`src/rtl/calc_key_entry_pkg.sv`:
```
// Shared key codes, operation encodings and state/command types for the key-entry stage.
package calc_key_entry_pkg;

  localparam int unsigned KEY_W = 5;
  localparam int unsigned DP_W  = 3;
  localparam int unsigned OP_W  = 3;

  localparam logic [KEY_W-1:0] KEY_DP   = 5'd10;
  localparam logic [KEY_W-1:0] KEY_SIGN = 5'd11;
  localparam logic [KEY_W-1:0] KEY_ADD  = 5'd12;
  localparam logic [KEY_W-1:0] KEY_SUB  = 5'd13;
  localparam logic [KEY_W-1:0] KEY_MUL  = 5'd14;
  localparam logic [KEY_W-1:0] KEY_DIV  = 5'd15;
  localparam logic [KEY_W-1:0] KEY_POW  = 5'd16;
  localparam logic [KEY_W-1:0] KEY_EQ   = 5'd17;
  localparam logic [KEY_W-1:0] KEY_CE   = 5'd18;
  localparam logic [KEY_W-1:0] KEY_CA   = 5'd19;

  // Operation encoding shared with the ALU (key_code - KEY_ADD)
  typedef enum logic [OP_W-1:0] {
    OP_ADD = 3'd0,
    OP_SUB = 3'd1,
    OP_MUL = 3'd2,
    OP_DIV = 3'd3,
    OP_POW = 3'd4
  } op_e;

  typedef enum logic [2:0] {
    ENTER_A = 3'd0,
    OP_WAIT = 3'd1,
    ENTER_B = 3'd2,
    EVAL    = 3'd3,
    SHOW    = 3'd4
  } state_e;

  // Edit commands applied to one operand register
  typedef enum logic [2:0] {
    ENT_NOP   = 3'd0,
    ENT_DIGIT = 3'd1,
    ENT_DP    = 3'd2,
    ENT_SIGN  = 3'd3,
    ENT_LOAD  = 3'd4
  } ent_cmd_e;

  // Request to an operand register: optional clear, then the command
  typedef struct packed {
    logic       clr;
    ent_cmd_e   cmd;
    logic [3:0] digit;
  } ent_req_t;

endpackage

```
`src/rtl/calc_key_entry_if.sv`:
```
// Key handshake, ALU result return and operand/display bus of the key-entry stage.
interface calc_key_entry_if
  import calc_key_entry_pkg::*;
#(
  parameter int unsigned DIGIT_NUM = 8
);
  localparam int unsigned VAL_W = DIGIT_NUM * 4;

  logic              key_valid;
  logic [KEY_W-1:0]  key_code;
  logic              key_ready;

  logic [VAL_W-1:0]  alu_result;
  logic              alu_result_sign;
  logic [DP_W-1:0]   alu_result_dp;

  logic [VAL_W-1:0]  operand0;
  logic              operand0_sign;
  logic [DP_W-1:0]   operand0_dp;
  logic [VAL_W-1:0]  operand1;
  logic              operand1_sign;
  logic [DP_W-1:0]   operand1_dp;
  logic [OP_W-1:0]   operation;
  logic              calc_start;

  logic [VAL_W-1:0]  disp_value;
  logic              disp_sign;
  logic [DP_W-1:0]   disp_dp;

  modport slave (
    input  key_valid, key_code, alu_result, alu_result_sign, alu_result_dp,
    output key_ready, operand0, operand0_sign, operand0_dp,
           operand1, operand1_sign, operand1_dp, operation, calc_start,
           disp_value, disp_sign, disp_dp
  );

  modport master (
    output key_valid, key_code, alu_result, alu_result_sign, alu_result_dp,
    input  key_ready, operand0, operand0_sign, operand0_dp,
           operand1, operand1_sign, operand1_dp, operation, calc_start,
           disp_value, disp_sign, disp_dp
  );
endinterface

```
`src/rtl/calc_key_entry_bcd_entry_reg.sv`:
```
// One signed BCD operand under entry: value, sign, dp position, dp_set flag and digit count.
module calc_key_entry_bcd_entry_reg
  import calc_key_entry_pkg::*;
#(
  parameter int unsigned DIGIT_NUM = 8
) (
  input  logic                     clk,
  input  logic                     rst_n,
  input  ent_req_t                 req,
  input  logic [DIGIT_NUM*4-1:0]   load_value,
  input  logic                     load_sign,
  input  logic [DP_W-1:0]          load_dp,
  output logic [DIGIT_NUM*4-1:0]   value,
  output logic                     sign,
  output logic [DP_W-1:0]          dp
);

  localparam int unsigned VAL_W = DIGIT_NUM * 4;
  localparam int unsigned CNT_W = $clog2(DIGIT_NUM + 1);
  localparam logic [DP_W-1:0] DP_MAX = '1;

  logic [VAL_W-1:0] value_n;
  logic             sign_n;
  logic [DP_W-1:0]  dp_n;
  logic             dp_set_q, dp_set_n;
  logic [CNT_W-1:0] cnt_q, cnt_n;
  logic             full;
  logic             leading_zero;

  // Next operand: optional clear first, then apply the edit command
  always_comb begin
    value_n  = req.clr ? '0   : value;
    sign_n   = req.clr ? 1'b0 : sign;
    dp_n     = req.clr ? '0   : dp;
    dp_set_n = req.clr ? 1'b0 : dp_set_q;
    cnt_n    = req.clr ? '0   : cnt_q;

    full         = (cnt_n == CNT_W'(DIGIT_NUM)) || (dp_n == DP_MAX);
    leading_zero = (req.digit == 4'd0) && (value_n == '0) && !dp_set_n;

    case (req.cmd)
      ENT_DIGIT: begin
        if (!full && !leading_zero) begin
          value_n = {value_n[VAL_W-5:0], req.digit};
          cnt_n   = cnt_n + CNT_W'(1);
          if (dp_set_n) dp_n = dp_n + DP_W'(1);
        end
      end
      ENT_DP:   dp_set_n = 1'b1;
      ENT_SIGN: sign_n   = ~sign_n;
      ENT_LOAD: begin
        value_n  = load_value;
        sign_n   = load_sign;
        dp_n     = load_dp;
        dp_set_n = (load_dp != '0);
        // A captured result is never extended by typing; it is cleared first
        cnt_n    = CNT_W'(DIGIT_NUM);
      end
      default: ;
    endcase
  end

  // Operand state register
  always_ff @(posedge clk or negedge rst_n) begin
    if (!rst_n) begin
      value    <= '0;
      sign     <= 1'b0;
      dp       <= '0;
      dp_set_q <= 1'b0;
      cnt_q    <= '0;
    end else begin
      value    <= value_n;
      sign     <= sign_n;
      dp       <= dp_n;
      dp_set_q <= dp_set_n;
      cnt_q    <= cnt_n;
    end
  end

endmodule

```
`src/rtl/calc_key_entry.sv`:
```
// Calculator operand-entry stage: turns key codes into two BCD operands plus an operation,
// strobes the ALU and captures its result back into operand 0.
module calc_key_entry
  import calc_key_entry_pkg::*;
#(
  parameter int unsigned DIGIT_NUM = 8
) (
  input  logic            clk,
  input  logic            rst_n,
  calc_key_entry_if.slave bus
);

  localparam int unsigned VAL_W = DIGIT_NUM * 4;

  state_e           state_q, state_n;
  op_e              operation_q, operation_n;
  op_e              pending_q, pending_n;
  logic             chain_q, chain_n;
  logic             key_ready_q;
  logic             calc_start_q;
  logic [VAL_W-1:0] disp_value_q;
  logic             disp_sign_q;
  logic [DP_W-1:0]  disp_dp_q;

  logic             accept;
  logic             is_digit, is_dp, is_sign, is_op, is_eq, is_ce, is_ca;
  ent_cmd_e         key_cmd;
  op_e              key_op;
  ent_req_t         req0, req1;

  logic [VAL_W-1:0] op0_value, op1_value;
  logic             op0_sign, op1_sign;
  logic [DP_W-1:0]  op0_dp, op1_dp;

  // Key decode
  assign accept   = bus.key_valid && key_ready_q;
  assign is_digit = (bus.key_code <= 5'd9);
  assign is_dp    = (bus.key_code == KEY_DP);
  assign is_sign  = (bus.key_code == KEY_SIGN);
  assign is_op    = (bus.key_code >= KEY_ADD) && (bus.key_code <= KEY_POW);
  assign is_eq    = (bus.key_code == KEY_EQ);
  assign is_ce    = (bus.key_code == KEY_CE);
  assign is_ca    = (bus.key_code == KEY_CA);
  assign key_cmd  = is_digit ? ENT_DIGIT : is_dp ? ENT_DP : is_sign ? ENT_SIGN : ENT_NOP;
  assign key_op   = op_e'(OP_W'(bus.key_code - KEY_ADD));

  // Next state and per-operand edit requests
  always_comb begin
    state_n     = state_q;
    operation_n = operation_q;
    pending_n   = pending_q;
    chain_n     = chain_q;
    req0.clr    = 1'b0;
    req0.cmd    = ENT_NOP;
    req0.digit  = bus.key_code[3:0];
    req1.clr    = 1'b0;
    req1.cmd    = ENT_NOP;
    req1.digit  = bus.key_code[3:0];

    if (state_q == EVAL) begin
      req0.cmd = ENT_LOAD;
      if (chain_q) begin
        operation_n = pending_q;
        state_n     = OP_WAIT;
      end else begin
        state_n     = SHOW;
      end
    end else if (accept) begin
      if (is_ca) begin
        req0.clr    = 1'b1;
        req1.clr    = 1'b1;
        state_n     = ENTER_A;
        operation_n = OP_ADD;
        pending_n   = OP_ADD;
        chain_n     = 1'b0;
      end else if (is_ce) begin
        if (state_q == ENTER_B) req1.clr = 1'b1;
        else                    req0.clr = 1'b1;
        if (state_q == SHOW) state_n = ENTER_A;
      end else begin
        case (state_q)
          ENTER_A: begin
            if (is_op) begin
              operation_n = key_op;
              state_n     = OP_WAIT;
            end else begin
              req0.cmd = key_cmd;
            end
          end
          OP_WAIT: begin
            if (is_op) begin
              operation_n = key_op;
            end else if (is_digit || is_dp) begin
              req1.clr = 1'b1;
              req1.cmd = key_cmd;
              state_n  = ENTER_B;
            end else if (is_sign) begin
              req0.cmd = ENT_SIGN;
            end
          end
          ENTER_B: begin
            if (is_eq) begin
              chain_n = 1'b0;
              state_n = EVAL;
            end else if (is_op) begin
              chain_n   = 1'b1;
              pending_n = key_op;
              state_n   = EVAL;
            end else begin
              req1.cmd = key_cmd;
            end
          end
          SHOW: begin
            if (is_op) begin
              operation_n = key_op;
              state_n     = OP_WAIT;
            end else if (is_digit || is_dp) begin
              req0.clr = 1'b1;
              req0.cmd = key_cmd;
              state_n  = ENTER_A;
            end else if (is_sign) begin
              req0.cmd = ENT_SIGN;
            end
          end
          default: ;
        endcase
      end
    end
  end

  // Operand 0: first entry, ALU result capture
  calc_key_entry_bcd_entry_reg #(.DIGIT_NUM(DIGIT_NUM)) u_op0 (
    .clk        (clk),
    .rst_n      (rst_n),
    .req        (req0),
    .load_value (bus.alu_result),
    .load_sign  (bus.alu_result_sign),
    .load_dp    (bus.alu_result_dp),
    .value      (op0_value),
    .sign       (op0_sign),
    .dp         (op0_dp)
  );

  // Operand 1: second entry, never loaded
  calc_key_entry_bcd_entry_reg #(.DIGIT_NUM(DIGIT_NUM)) u_op1 (
    .clk        (clk),
    .rst_n      (rst_n),
    .req        (req1),
    .load_value (bus.alu_result),
    .load_sign  (bus.alu_result_sign),
    .load_dp    (bus.alu_result_dp),
    .value      (op1_value),
    .sign       (op1_sign),
    .dp         (op1_dp)
  );

  // State, operation, strobe and display registers
  always_ff @(posedge clk or negedge rst_n) begin
    if (!rst_n) begin
      state_q      <= ENTER_A;
      operation_q  <= OP_ADD;
      pending_q    <= OP_ADD;
      chain_q      <= 1'b0;
      key_ready_q  <= 1'b1;
      calc_start_q <= 1'b0;
      disp_value_q <= '0;
      disp_sign_q  <= 1'b0;
      disp_dp_q    <= '0;
    end else begin
      state_q      <= state_n;
      operation_q  <= operation_n;
      pending_q    <= pending_n;
      chain_q      <= chain_n;
      key_ready_q  <= (state_n != EVAL);
      calc_start_q <= (state_n == EVAL);
      if (accept && is_ca && (state_q != EVAL)) begin
        disp_value_q <= '0;
        disp_sign_q  <= 1'b0;
        disp_dp_q    <= '0;
      end else if (state_q == ENTER_B) begin
        disp_value_q <= op1_value;
        disp_sign_q  <= op1_sign;
        disp_dp_q    <= op1_dp;
      end else begin
        disp_value_q <= op0_value;
        disp_sign_q  <= op0_sign;
        disp_dp_q    <= op0_dp;
      end
    end
  end

  assign bus.key_ready     = key_ready_q;
  assign bus.calc_start    = calc_start_q;
  assign bus.operation     = operation_q;
  assign bus.operand0      = op0_value;
  assign bus.operand0_sign = op0_sign;
  assign bus.operand0_dp   = op0_dp;
  assign bus.operand1      = op1_value;
  assign bus.operand1_sign = op1_sign;
  assign bus.operand1_dp   = op1_dp;
  assign bus.disp_value    = disp_value_q;
  assign bus.disp_sign     = disp_sign_q;
  assign bus.disp_dp       = disp_dp_q;

endmodule
```
`src/flat_wrapper.sv`:
```
// flat-port wrapper written by rule: the top's interface ports become plain ports
module calc_key_entry_flat import calc_key_entry_pkg::*;
#(
  parameter int unsigned DIGIT_NUM = 8
)
  (clk, rst_n, bus_key_valid, bus_key_code, bus_alu_result, bus_alu_result_sign, bus_alu_result_dp, bus_key_ready, bus_operand0, bus_operand0_sign, bus_operand0_dp, bus_operand1, bus_operand1_sign, bus_operand1_dp, bus_operation, bus_calc_start, bus_disp_value, bus_disp_sign, bus_disp_dp);
  calc_key_entry_if #(.DIGIT_NUM(DIGIT_NUM)) bus_i ();
  input  logic clk;
  input  logic rst_n;
  input wire logic [$bits(bus_i.key_valid)-1:0] bus_key_valid;
  input wire logic [$bits(bus_i.key_code)-1:0] bus_key_code;
  input wire logic [$bits(bus_i.alu_result)-1:0] bus_alu_result;
  input wire logic [$bits(bus_i.alu_result_sign)-1:0] bus_alu_result_sign;
  input wire logic [$bits(bus_i.alu_result_dp)-1:0] bus_alu_result_dp;
  output wire logic [$bits(bus_i.key_ready)-1:0] bus_key_ready;
  output wire logic [$bits(bus_i.operand0)-1:0] bus_operand0;
  output wire logic [$bits(bus_i.operand0_sign)-1:0] bus_operand0_sign;
  output wire logic [$bits(bus_i.operand0_dp)-1:0] bus_operand0_dp;
  output wire logic [$bits(bus_i.operand1)-1:0] bus_operand1;
  output wire logic [$bits(bus_i.operand1_sign)-1:0] bus_operand1_sign;
  output wire logic [$bits(bus_i.operand1_dp)-1:0] bus_operand1_dp;
  output wire logic [$bits(bus_i.operation)-1:0] bus_operation;
  output wire logic [$bits(bus_i.calc_start)-1:0] bus_calc_start;
  output wire logic [$bits(bus_i.disp_value)-1:0] bus_disp_value;
  output wire logic [$bits(bus_i.disp_sign)-1:0] bus_disp_sign;
  output wire logic [$bits(bus_i.disp_dp)-1:0] bus_disp_dp;
  assign bus_i.key_valid = bus_key_valid;
  assign bus_i.key_code = bus_key_code;
  assign bus_i.alu_result = bus_alu_result;
  assign bus_i.alu_result_sign = bus_alu_result_sign;
  assign bus_i.alu_result_dp = bus_alu_result_dp;
  assign bus_key_ready = bus_i.key_ready;
  assign bus_operand0 = bus_i.operand0;
  assign bus_operand0_sign = bus_i.operand0_sign;
  assign bus_operand0_dp = bus_i.operand0_dp;
  assign bus_operand1 = bus_i.operand1;
  assign bus_operand1_sign = bus_i.operand1_sign;
  assign bus_operand1_dp = bus_i.operand1_dp;
  assign bus_operation = bus_i.operation;
  assign bus_calc_start = bus_i.calc_start;
  assign bus_disp_value = bus_i.disp_value;
  assign bus_disp_sign = bus_i.disp_sign;
  assign bus_disp_dp = bus_i.disp_dp;
  calc_key_entry #(.DIGIT_NUM(DIGIT_NUM)) u_core (.clk(clk), .rst_n(rst_n), .bus(bus_i));
endmodule
```
`config.mk`:
```
export PLATFORM = sky130hd
export DESIGN_NAME = calc_key_entry_flat
export DESIGN_NICKNAME = d
export VERILOG_FILES = /design/src/rtl/calc_key_entry_pkg.sv /design/src/rtl/calc_key_entry_if.sv /design/src/rtl/calc_key_entry_bcd_entry_reg.sv /design/src/rtl/calc_key_entry.sv /design/src/flat_wrapper.sv
export SDC_FILE = /design/constraint.sdc
export NUM_CORES = 1
export LEC_CHECK = 0
export ABC_AREA = 1
export CORE_MARGIN = 10
export CORE_UTILIZATION = 60
export CTS_CLUSTER_SIZE = 14
export DETAILED_ROUTE_END_ITERATION = 7
export DONT_BUFFER_PORTS = 1
export GPL_TIMING_DRIVEN = 0
export HOLD_SLACK_MARGIN = 0.15
export PLACE_DENSITY = 0.76
export REMOVE_ABC_BUFFERS = 1
export SYNTH_ARGS = -nofsm -noshare
export SYNTH_HDL_FRONTEND = slang
export SYNTH_SLANG_ARGS = --single-unit
```
`constraint.sdc`:
```
create_clock -name clk -period 3.3 [get_ports clk]
set_input_delay 0.33 -clock clk [delete_from_list [all_inputs] [get_ports clk]]
set_output_delay 0.33 -clock clk [all_outputs]
set_load 0.01 [all_outputs]
```
=== Yosys cells after proc, flatten, opt, wreduce, memory -nomap -nowiden ===
Index checks and enable logic that the tools add are counted.

* Input bits: 44
* Bits in registers: 130

* Muxes and demuxes: 95
* Reductions and logical operators: 34
* Add/sub/neg operators: 5
* Bitwise operators: 3
* $lt $le $gt $ge: 3
* Equality and inequality tests: 28

{| class="wikitable"
|+ Operators by type and width
! cell !! number
|-
| $mux W32 || 6
|-
| $mux W3 || 43
|-
| $pmux W32 S2 || 2
|-
| $logic_not A32 Y1 || 2
|-
| $mux W4 || 10
|-
| $eq A3 B2 Y1 const B || 7
|-
| $mux W1 || 21
|-
| $pmux W3 S2 || 3
|-
| $pmux W4 S2 || 2
|-
| $eq A3 B3 Y1 const B || 5
|-
| $eq A5 B5 Y1 const B || 3
|-
| $pmux W3 S4 || 1
|-
| $reduce_bool A3 Y1 || 4
|-
| $eq A5 B4 Y1 const B || 2
|-
| $logic_and A1 B1 Y1 || 10
|-
| $reduce_and A5 Y1 || 2
|-
| $eq A3 B1 Y1 const B || 3
|-
| $pmux W3 S3 || 1
|-
| $add A4 B1 Y4 const B || 2
|-
| $eq A4 B4 Y1 const B || 2
|-
| $pmux W1 S2 || 4
|-
| $add A3 B1 Y3 const B || 2
|-
| $logic_not A1 Y1 || 6
|-
| $ne A3 B2 Y1 const B || 2
|-
| 15 further kinds || 23
|}

=== Depth between registers and ports, before layout ===
* Word-level depth: 19
* Gate-level depth with buffers: 21

=== By module ===
A second synthesis with hierarchy kept.

* Cell total of the unflattened synthesis: 1144
* Area total of the unflattened synthesis: 8054.0 µm²

{| class="wikitable"
|+ By module, submodules not included
! module !! sequential area each (µm²) !! cells an instance !! area each (µm²) !! times used
|-
| calc_key_entry_bcd_entry_reg at u_core.u_op1 || 1026.0 || 427 || 2847.7 || 1
|-
| calc_key_entry_bcd_entry_reg at u_core.u_op0 || 1026.0 || 419 || 2776.4 || 1
|-
| calc_key_entry || 1202.4 || 298 || 2429.8 || 1
|}

=== Worst setup path after synthesis ===
No wires, ideal clock.

* Kind: register -> register
* Start point: reg u_core.state_q[0]
* End point: reg u_core.u_op0.value[5]
* Stages on the path, launching flop included: 18
* Period minus slack after synthesis: 2.841 ns
* Data required time: 3.175 ns
* Arrival: 2.717 ns
* Path slack: 0.459 ns
* Path through: dfrtp_1 nor3_4 inv_2 nand2_1 nand3_2 nand3_4 buf_6 buf_4 buf_2 nand2_1 ha_1 a31o_2 inv_2 buf_4 buf_2 nand3_1 nand3_1 nand3_1

* Cells in the longest elaborated chain, start to end: 14
* Elaborated cells between the ends (all ways): 33
* Those cells by class: 8 x eq/ne; 16 x mux; 9 x reduce/logical

{| class="wikitable"
|+ RTL lines
! element !! line !! RTL
|-
| start, declared || calc_key_entry.sv:15 || <nowiki>state_e state_q, state_n;</nowiki>
|-
| start signal, assigned || calc_key_entry.sv:170 || <nowiki>state_q <= state_n;</nowiki>
|-
| $eq A3 B3 Y1 or $eq A3 B2 Y1 (tied branches) || calc_key_entry.sv:81, calc_key_entry.sv:77 ||
|-
| $mux W1 (on tied branches) || calc_key_entry.sv:81, calc_key_entry.sv:77 ||
|-
| $mux W1 || calc_key_entry.sv:76 || <nowiki>end else if (is_ce) begin</nowiki>
|-
| $mux W1 || calc_key_entry.sv:69 || <nowiki>if (is_ca) begin</nowiki>
|-
| $mux W4 || calc_key_entry.sv:68 || <nowiki>end else if (accept) begin</nowiki>
|-
| $mux W1 || calc_key_entry.sv:60 || <nowiki>if (state_q == EVAL) begin</nowiki>
|-
| $mux W32 || calc_key_entry_bcd_entry_reg.sv:32 || <nowiki>value_n = req.clr ? '0 : value;</nowiki>
|-
| $logic_not A32 Y1 || calc_key_entry_bcd_entry_reg.sv:39 || <nowiki>leading_zero = (req.digit == 4'd0) && (value_n == '0) && !dp_set_n;</nowiki>
|-
| $logic_and A1 B1 Y1 (2 in a row) || calc_key_entry_bcd_entry_reg.sv:39 ||
|-
| $logic_not A1 Y1 || calc_key_entry_bcd_entry_reg.sv:43 || <nowiki>if (!full && !leading_zero) begin</nowiki>
|-
| $logic_and A1 B1 Y1 || calc_key_entry_bcd_entry_reg.sv:43 ||
|-
| $mux W32 || calc_key_entry_bcd_entry_reg.sv:43 ||
|-
| $pmux W32 S2 (*) || calc_key_entry_bcd_entry_reg.sv:41 || <nowiki>case (req.cmd)</nowiki>
|-
| via u_core.u_op0.value_n[5] || calc_key_entry_bcd_entry_reg.sv:22 || <nowiki>logic [VAL_W-1:0] value_n;</nowiki>
|-
| end signal, assigned || calc_key_entry_bcd_entry_reg.sv:72 || <nowiki>value <= value_n;</nowiki>
|-
| end, declared || calc_key_entry_bcd_entry_reg.sv:13 || <nowiki>output logic [DIGIT_NUM*4-1:0] value,</nowiki>
|}

Mark *: on every way through the listed nets, which the timed path passes. The rest lies on a longest branch.
A chain may end at the register's enable or synchronous reset.

=== Worst setup path in the final report ===
* Start point: reg u_core.state_q[1]
* End point: reg u_core.u_op0.value[14]

The elaborated chain is that of the path after synthesis.

==> impl_metrics.tcl <==
set metrics [dict create \
    drive_gt1_frac 0.100 \
    crit_slowest_cell "dfrtp_1" \
    grt_pass1_vias 6568 \
    cpMostUsedCell "nand2_1" \
    mostFrequentLayoutCells "nand2_1, nand3_1, dfrtp_1, inv_1, o21ai_0" \
    layout_setup_ws_ns 0.104 \
    grt_setup_unrepaired "true" \
    p_leak_nw 4.36 \
    die_w_um 130 \
    numCtsBuffers 17 \
    final_common_cell "nand2_1" \
    clk-insertion-delay-late_ns 0.43 \
    dr.pass1.iters 5 \
    finalPower_mw 9.08 \
    hp-class "in2async" \
    via_count 7225 \
    std_cell_rows 39 \
    synth.distinct_cells 41 \
    stdcell_count 1173 \
    track_usage 0.280 \
    grt_max_degree 131 \
    grt_pass1_wl_um 36700 \
    slew_violations 0 \
    core_mm2 0.0116 \
    ios 157 \
    max-cap-violations 0 \
    place_area_mm2 0.00711 \
    drc 0 \
    ant_nets 0 \
    numPlacedInstances 1076 \
    hpwl_um 14500 \
    crit_arrival_ns 3.49 \
    worstPathRequired_ns 3.59 \
    via_per_inst 6.16 \
    initial_core_util 0.621 \
    io_buffers 0 \
    cpLargestDelayFamily "simple AND/OR/NAND/NOR gates" \
    crit_path_max_fanout 61 \
    syn-cell-area_mm2 0.00721 \
    finalCriticalPeriod_ns 3.20 \
    diodes 0 \
    tightestPinTransition_ns 0.957 \
    finalCritPeriodShare 0.968 \
    fp.dieH_um 130 \
    cts_hold_buf 42 \
    finalNetCount 1069 \
    outcome "finished with violations" \
    fmax_mhz 313 \
    cp-start-kind "flop" \
    critical_path_class "reg2reg" \
    endpoint_kind "flop" \
    pre_cts_ws_ns -1.78 \
    cts.clk_slew.worst_paths_ns 0.06 \
    synth-seq-cells 130 \
    max-vdd-ir-drop_mv 0.747 \
    slew_headroom 0.361 \
    design_area_mm2 0.00855 \
    whs_ns -0.408 \
    clock_skew_ns 0.0102 \
    syn_inst 985 \
    crit_chain "inv_2 > nor3_4 > bufinv_16 > nand2_1 > nand3_4 > nand3_2 > o41ai_1 > nand2_1 > nor2_2 > nand3_4 > nand2_8 > nand2_1 > nand3_1 > nand3_1" \
    cts_tree "yes" \
    cts_sinks 130 \
    syn_avg_cell_area_um2 7.32 \
    drtIter0Drc 1005 \
    hold_violations 130 \
    grt_overflow_total 0 \
    die_area_mm2 0.0168 \
    violations "hold timing" \
    setup_violations 0 \
    antenna_found_initial 0 \
    synth-seq-area-share 0.451 \
    path_buf_inv 2 \
    root_buffer "clkbuf_16" \
    htreeDepth 4 \
    power_density_mw_per_mm2 1060 \
    clockBufferDepth 2 \
    postRouteWirelength_um 24700 \
    gp_congestion 0.930 \
    yosys_warnings 0 \
    wl_per_cell_um 21.0 \
    area_growth_pct 18.6 \
    slowest_delay_ns 0.43 \
]
## state kept, by name (all words and copies together), names as in the netlist, 4 cells and up
register	count
u_core.u_op0.cnt_q	4
u_core.u_op1.value	32
u_core.bus.disp_value	32
u_core.u_op1.cnt_q	4
u_core.u_op0.value	32
## final timing paths
path | startpoint | end | slack, ns | cells after the start
setup / recovery | u_core.state_q[1]$_DFF_PN0_ | u_core.u_op0.value[14]$_DFF_PN0_ | 0.10 | 14
hold / removal | rst_n | u_core.u_op1.value[15]$_DFF_PN0_ | -0.41 | 0
setup reg to reg | u_core.state_q[1]$_DFF_PN0_ | u_core.u_op0.value[14]$_DFF_PN0_ | 0.10 | 14
hold reg to reg | u_core.pending_q[0]$_DFFE_PN0P_ | u_core.pending_q[0]$_DFFE_PN0P_ | 0.52 | 2
max in group asynchronous | rst_n | u_core.bus.key_ready$_DFF_PN1_ | 3.48 | 0
min in group clk | bus_key_code[0] | u_core.u_op1.value[0]$_DFF_PN0_ | 0.20 | 2
## stage by stage
| stage | setup TNS [ns] | utilization |
|---|---|---|
| 4_1_cts | 0 | 0.716 |
| 3_3_place_gp | -114.59 | 0.612 |
| 2_1_floorplan | -17.56 | - |
| 5_1_grt | -0.0148 | 0.736 |
| 3_5_place_dp | -111.64 | 0.612 |
| 6_report | 0 | 0.736 |
## logic make-up (layout without fill, tap and decap cells)
group / count (synthesis) / in the layout / synth area share
simple gates: 572 / 584 / 0.343
fa+ha+maj: 8 / 8 / 0.0139
buf+inv: 164 / 197 / 0.0977
flops: 130 / 130 / 0.451
xor+xnor: 6 / 6 / 0.00729
compound gates: 105 / 105 / 0.0868
## layout make-up
type / instances / area (um2)
repair inverters: 1 / 8.76
flip-flops and latches: 130 / 3250
inverters: 112 / 502
repair buffers: 52 / 495
well taps: 143 / 179
clock buffers: 20 / 447
multi-input cells: 703 / 3500
clock inverters: 12 / 156
fillers: 896 / 3070
## metal layers
metal | part of all wire | GRT usage | routed length [um]
met5 | 0 | 0 | 0
met4 | 0.048 | 0.151 | 1170
met3 | 0.14 | 0.0958 | 3370
met2 | 0.45 | 0.424 | 11100
met1 | 0.37 | 0.348 | 9060
## synthesized netlist by cell type, drive strengths merged
cell type | instances | area, um2
dfrtp | 129 | 3230
dfstp | 1 | 26.3
ha | 8 | 100
nor4 | 3 | 25.0
clkbuf | 25 | 93.8
nor3 | 3 | 26.3
a41oi | 1 | 8.76
xnor2 | 1 | 8.76
nand3 | 165 | 863
a21oi | 5 | 25.0
nand4 | 4 | 25.0
o221ai | 1 | 8.76
nand2 | 340 | 1300
and2 | 1 | 6.26
buf | 27 | 190
o21bai | 2 | 15.0
xor2 | 5 | 43.8
o41ai | 13 | 114
inv | 110 | 413
nor2 | 56 | 230
o31ai | 6 | 45.0
o211ai | 2 | 15.0
o21ai | 64 | 320
a31oi | 5 | 31.3
clkinv | 2 | 7.51
a31o | 1 | 8.76
o22ai | 3 | 18.8
a22oi | 2 | 15.0
## what timing repair did
action	in CTS	in global routing
setup endpoints to repair	83	77
cloned	5	8
resized for setup	24	26
hold endpoints to repair	175	130
pin swaps	4	5
setup buffers	4	6
## power by group
part / internal, mW / switching (mW) / total, mW
Sequential: 2.29 / 1.11 / 3.40
Clock: 1.21 / 0.728 / 1.94
Combinational: 1.29 / 2.46 / 3.74
Total: 4.79 / 4.29 / 9.08
No activity file was read; power rests on OpenSTA's default activity.
